**src/rtl/adsr_voice_engine.sv**
```systemverilog
// adsr_voice_engine: multi-voice ADSR envelope engine with a two-stage valid/ready pipeline.
// Stage 1 captures the beat; stage 2 reads the voice entry, writes back the updated envelope and
// loads the output registers. The voice read happens at advance time, so a same-voice beat that
// follows directly always sees the previous write-back.
//
//  state   | meaning
//  IDLE    | voice silent, env held at 0
//  ATTACK  | env rising by attack_rate toward full scale
//  DECAY   | env falling by decay_rate toward the sustain target
//  SUSTAIN | env follows the live sustain target
//  RELEASE | key up, env falling by release_rate toward 0
module adsr_voice_engine #(
    parameter int ADDR_W   = 3,
    parameter int SAMPLE_W = 16,
    parameter int ENV_W    = 24,
    parameter int RATE_W   = 16
) (
    input  logic                       clk,
    input  logic                       reset,
    input  logic                       in_valid,
    output logic                       in_ready,
    input  logic [ADDR_W-1:0]          in_voice,
    input  logic                       in_gate,
    input  logic signed [SAMPLE_W-1:0] in_sample,
    input  logic [RATE_W-1:0]          attack_rate,
    input  logic [RATE_W-1:0]          decay_rate,
    input  logic [RATE_W-1:0]          sustain_level,
    input  logic [RATE_W-1:0]          release_rate,
    output logic                       out_valid,
    input  logic                       out_ready,
    output logic [ADDR_W-1:0]          out_voice,
    output logic signed [SAMPLE_W-1:0] out_sample,
    output logic [2:0]                 out_state
);
    localparam int NUM_VOICES = 2 ** ADDR_W;
    localparam int CMP_W      = ENV_W + 1;
    localparam int PROD_W     = 2 * SAMPLE_W + 1;
    localparam logic [ENV_W-1:0] ENV_MAX = '1;

    typedef enum logic [2:0] {
        IDLE    = 3'd0,
        ATTACK  = 3'd1,
        DECAY   = 3'd2,
        SUSTAIN = 3'd3,
        RELEASE = 3'd4
    } env_state_t;

    logic [ENV_W-1:0] env_mem   [NUM_VOICES];
    env_state_t       state_mem [NUM_VOICES];
    logic             gate_mem  [NUM_VOICES];

    logic                       s1_valid;
    logic [ADDR_W-1:0]          s1_voice;
    logic                       s1_gate;
    logic signed [SAMPLE_W-1:0] s1_sample;

    logic                       advance;
    logic [ENV_W-1:0]           env_cur;
    logic [ENV_W-1:0]           env_nxt;
    logic [ENV_W-1:0]           sus_target;
    env_state_t                 state_cur;
    env_state_t                 state_nxt;
    logic                       gate_cur;
    logic [CMP_W-1:0]           env_wide;
    logic [CMP_W-1:0]           attack_sum;
    logic [CMP_W-1:0]           decay_floor;
    logic [SAMPLE_W-1:0]        env_scale;
    logic signed [PROD_W-1:0]   scale_wide;
    logic signed [PROD_W-1:0]   sample_wide;
    logic signed [PROD_W-1:0]   product;
    logic signed [SAMPLE_W-1:0] sample_nxt;

    // The pipeline moves whenever the output register is empty or being consumed.
    assign advance  = !(out_valid && !out_ready);
    assign in_ready = advance;

    // Read the stage-1 voice entry and compute its next envelope, state and output sample.
    always_comb begin
        env_cur     = env_mem[s1_voice];
        state_cur   = state_mem[s1_voice];
        gate_cur    = gate_mem[s1_voice];
        sus_target  = ENV_W'(sustain_level) << (ENV_W - RATE_W);
        // One extra bit on every compare so sums cannot wrap.
        env_wide    = {1'b0, env_cur};
        attack_sum  = env_wide + CMP_W'(attack_rate);
        decay_floor = {1'b0, sus_target} + CMP_W'(decay_rate);
        env_nxt     = env_cur;
        state_nxt   = state_cur;

        if (s1_gate && !gate_cur) begin
            // Retrigger keeps the current level and restarts the attack from there.
            state_nxt = ATTACK;
        end else begin
            case (state_cur)
                IDLE: begin
                    env_nxt = '0;
                    if (s1_gate) state_nxt = ATTACK;
                end
                ATTACK: begin
                    if (!s1_gate) begin
                        state_nxt = RELEASE;
                    end else if (attack_sum >= {1'b0, ENV_MAX}) begin
                        env_nxt   = ENV_MAX;
                        state_nxt = DECAY;
                    end else begin
                        env_nxt = env_cur + ENV_W'(attack_rate);
                    end
                end
                DECAY: begin
                    if (!s1_gate) begin
                        state_nxt = RELEASE;
                    end else if (env_wide <= decay_floor) begin
                        env_nxt   = sus_target;
                        state_nxt = SUSTAIN;
                    end else begin
                        env_nxt = env_cur - ENV_W'(decay_rate);
                    end
                end
                SUSTAIN: begin
                    if (!s1_gate) state_nxt = RELEASE;
                    else          env_nxt   = sus_target;
                end
                RELEASE: begin
                    if (env_wide <= CMP_W'(release_rate)) begin
                        env_nxt   = '0;
                        state_nxt = IDLE;
                    end else begin
                        env_nxt = env_cur - ENV_W'(release_rate);
                    end
                end
                default: begin
                    env_nxt   = '0;
                    state_nxt = IDLE;
                end
            endcase
        end

        // The output is scaled by the envelope as it was before this update.
        env_scale   = env_cur[ENV_W-1 -: SAMPLE_W];
        scale_wide  = PROD_W'(env_scale);
        sample_wide = PROD_W'(s1_sample);
        product     = scale_wide * sample_wide;
        sample_nxt  = SAMPLE_W'(product >>> SAMPLE_W);
    end

    // Pipeline registers, voice write-back and output registers; all hold during a stall.
    always_ff @(posedge clk or posedge reset) begin
        if (reset) begin
            s1_valid   <= 1'b0;
            s1_voice   <= '0;
            s1_gate    <= 1'b0;
            s1_sample  <= '0;
            out_valid  <= 1'b0;
            out_voice  <= '0;
            out_sample <= '0;
            out_state  <= '0;
            for (int i = 0; i < NUM_VOICES; i++) begin
                env_mem[i]   <= '0;
                state_mem[i] <= IDLE;
                gate_mem[i]  <= 1'b0;
            end
        end else if (advance) begin
            s1_valid <= in_valid;
            if (in_valid) begin
                s1_voice  <= in_voice;
                s1_gate   <= in_gate;
                s1_sample <= in_sample;
            end
            out_valid <= s1_valid;
            if (s1_valid) begin
                env_mem[s1_voice]   <= env_nxt;
                state_mem[s1_voice] <= state_nxt;
                gate_mem[s1_voice]  <= s1_gate;
                out_voice           <= s1_voice;
                out_sample          <= sample_nxt;
                out_state           <= state_nxt;
            end
        end
    end

endmodule

```
**config.mk**
```make
export PLATFORM = sky130hd
export DESIGN_NAME = adsr_voice_engine
export DESIGN_NICKNAME = d
export VERILOG_FILES = /design/src/rtl/adsr_voice_engine.sv
export SDC_FILE = /design/constraint.sdc
export NUM_CORES = 1
export LEC_CHECK = 0
export ABC_AREA = 1
export CORE_MARGIN = 4
export CORE_UTILIZATION = 60
export DETAILED_ROUTE_END_ITERATION = 10
export PLACE_DENSITY = 0.79
export SLEW_MARGIN = 30
export SYNTH_ARGS = -nofsm -noshare
export SYNTH_HDL_FRONTEND = slang
export SYNTH_SLANG_ARGS = --single-unit
```
**constraint.sdc**
```tcl
create_clock -name clk -period 20.3 [get_ports clk]
set_input_delay 4.06 -clock clk [delete_from_list [all_inputs] [get_ports clk]]
set_output_delay 4.06 -clock clk [all_outputs]
set_load 0.05 [all_outputs]
```
==> summary.md <==
| Metric | Value |
|---|---|
| Worst Path Arrival | `5520 ps` |
| Initial Util | `0.607` |
| Design area | `28700 um2` |
| Total global-route track usage | `0.346` |
| Final #Nets | `4212` |
| Cell Area, Placed | `27700 um2` |
| Antenna Cells | `0` |
| Ranking of synthesized cells by area | `dfrtp_1 (26%), nand2_1 (18%), fa_1 (15%)` |
| Top-area cell type share of the netlist area | `0.257` |
| Fmax | `0.104 GHz` |
| Syn-to-layout area delta | `9.79%` |
| Vias | `24800` |
| IO Pins | `112` |
| Largest area contributor in the netlist | `dfrtp_1` |
| Number of buffers added on ports | `111` |
| Detailed-route vias per instance | `5.71` |
| Worst Skew | `24.6 ps` |
| Most common cell after layout, fill and taps aside | `nand2_1` |
| Final core utilization | `0.666` |
| Fillers | `3794` |
| Antenna violations before repair | `0` |
| Pre-Repair DR Iteration Count | `9` |
| Mapped Avg Cell Area | `7.07 um2` |
| DRC errors left | `0` |
| Max-slew violations | `0` |
| Die Height | `217 um` |
| DR WL/cell | `18.7 um` |
| Post-CTS Hold Fix Bufs | `0` |
| Max Root-Sink Buffers | `3` |
| Final Hold Viols | `0` |
| Number of synthesized flops with an enable pin | `0` |
| Ys async rst share | `1.00` |
| CTS resizes | `0` |
| # clock sinks | `268` |
| Rel. slew slack | `0.410` |
| Share of cells above drive strength 1 | `0.0508` |
| Mapped Area | `26100 um2` |
| RD Place Congestion | `0.993` |
| Setup_tns | `0 ps` |
| Final instance count without filler cells | `4346` |
| HPWL after detailed placement | `56600 um` |
| Synth Register Bits | `268` |
| Sequential share of the synthesized area | `0.257` |
| Register Area | `6710 um2` |
| Buf/Inv on CP | `3` |
| Total grt overflow | `0` |
| Area occupied by multi-input gates | `16800 um2` |
| Rows | `76` |
| Commonest non-fill, non-tap cells in the layout | `nand2_1 (1224), inv_1 (498), nor2_1 (418)` |
| Outcome | `finished clean` |
| Number of routed nets with antenna violations | `0` |
| Vias in the first global route | `24200` |
| Inserted Clock Buffers | `28` |
| Placed instance count | `4296` |
| Post-CTS Setup Inserts | `0` |
| Core area | `43100 um2` |
| Minimum clock period | `9580 ps` |
| Slew @ Worst Pin | `882 ps` |
| Crit Path Category | `in -> out` |
| Initial DRC count | `2695` |
| Worst setup SP type | `primary input` |
| Die Area | `47000 um2` |
| Crit path max fanout | `4` |
| RSZ-0062 raised after global routing | `no` |
| Synth cell types | `54` |
| Endpoints failing setup | `0` |
| Pin count of the biggest net entering global routing | `99` |
| Worst Hold Class | `reg -> reg` |
| Die span in x | `217 um` |
| Tcrit/Tclk final | `0.472` |
| Post-Synthesis Cells | `3699` |
| CP most frequent cell | `clkdlybuf4s50_1` |
| Worst path top cell family by delay | `buffers and inverters` |
| CP Data Required Time | `16240 ps` |
| Routed WL | `81300 um` |
| Crit path capture type | `output pin` |
| First-pass GRT wire length | `130000 um` |
| Max-cap violations | `0` |
| Critical Path Max Stage Delay | `820 ps` |
| Synth Net Count | `4170` |
| # H-tree levels | `1` |
| Post-synth top flop | `dfrtp_1` |
| CP max-delay cell | `clkdlybuf4s50_1` |
| Root Driver | `clkbuf_16` |
| Worst skew pair latency | `580 ps` |
| Crit-path cells | `clkdlybuf4s50_1, nor2_1, inv_1, clkdlybuf4s50_1` |
| Warnings, synthesis | `0` |
| Clock Pin Slew Worst Setup and Hold Paths | `60 ps` |
| CTS tree | `built` |
==> cells by family (layout without fill, tap and decap cells) <==
| kind of cell | count (synthesis) | in the layout | synth area share |
|---|---|---|---|
| flip-flops | 268 | 268 | 0.257 |
| XOR/XNOR | 62 | 62 | 0.0208 |
| adder cells (fa/ha/maj) | 383 | 383 | 0.240 |
| AND/OR/NAND/NOR | 1866 | 1866 | 0.286 |
| AO/OA/AOI/OAI | 453 | 453 | 0.0957 |
| buffers and inverters | 667 | 729 | 0.101 |
==> Yosys cell counts (3+ instances only) <==
| master | count |
|---|---|
| nor2_1 | 426 |
| o21ai_0 | 188 |
| nand2_2 | 26 |
| a21boi_0 | 3 |
| nand3_1 | 101 |
| nor4_1 | 4 |
| nand4_2 | 3 |
| o22ai_1 | 18 |
| o21bai_1 | 5 |
| xnor2_1 | 27 |
| inv_2 | 21 |
| ha_1 | 186 |
| nor3_2 | 3 |
| buf_6 | 10 |
| nor2_4 | 6 |
| nor3_1 | 18 |
| o21a_1 | 4 |
| nor2_2 | 7 |
| inv_1 | 499 |
| clkinv_1 | 8 |
| nand4_1 | 28 |
| nand3b_1 | 4 |
| a21oi_1 | 151 |
| a31oi_1 | 10 |
| o21ai_1 | 24 |
| nand2_1 | 1225 |
| o211ai_1 | 23 |
| fa_1 | 197 |
| xor2_1 | 35 |
| buf_4 | 10 |
| buf_2 | 17 |
| dfrtp_1 | 268 |
| buf_1 | 8 |
| clkbuf_1 | 93 |
| o21ai_2 | 14 |
| or2_2 | 3 |
==> worst min-delay path, cell delays in order (launching register included) <==
cell and delay, ps:
dfrtp_1 320, inv_1 60, nand2_1 60
==> sequential cells by signal, indices dropped and copies added, names as in the netlist, 3 cells and up <==
| name | flops |
|---|---|
| s1_sample | 16 |
| env_mem | 192 |
| out_sample | 16 |
| out_voice | 3 |
| s1_voice | 3 |
| state_mem | 24 |
| gate_mem | 8 |
| out_state | 3 |
==> worst paths after layout <==
| kind | startpoint | to | slack (ps) | cells past startpoint |
|---|---|---|---|---|
| worst min-delay path | s1_valid | out_valid | 470 | 2 |
| min in group asynchronous | reset | out_state[1] | 4000 | 2 |
| worst max-delay path | out_ready | in_ready | 10720 | 4 |
| worst min register to register | s1_valid | out_valid | 470 | 2 |
| worst max register to register | s1_voice[0] | out_sample[13] | 11360 | 30 |
| max in group asynchronous | reset | env_mem[97] | 14430 | 4 |
==> layer usage <==
metal	wire length, um	share of wire	global-route usage
met1	32100	0.39	0.473
met2	36800	0.45	0.557
met3	9120	0.11	0.0676
met4	3340	0.041	0.122
met5	0	0	0
==> layout make-up <==
class                           count  area share
Clock buffer                       39      0.0290
Tap cell                          585      0.0255
Multi-Input combinational cell   2764       0.586
Sequential cell                   268       0.234
Inverter                          529      0.0695
Clock inverter                     11     0.00676
Timing Repair Buffer              150      0.0490
==> metrics by stage <==
stage | hold slack, ps | setup WS (ps)
CTS | 465 | 10730
finish | 466 | 10720
global placement | 444 | 10750
floorplan | 432 | 8860
detailed placement | 453 | 10740
global route | 491 | 10670
Power is not shown: default switching activity piles up to over one toggle a cycle in this logic, so the estimate is an artifact.
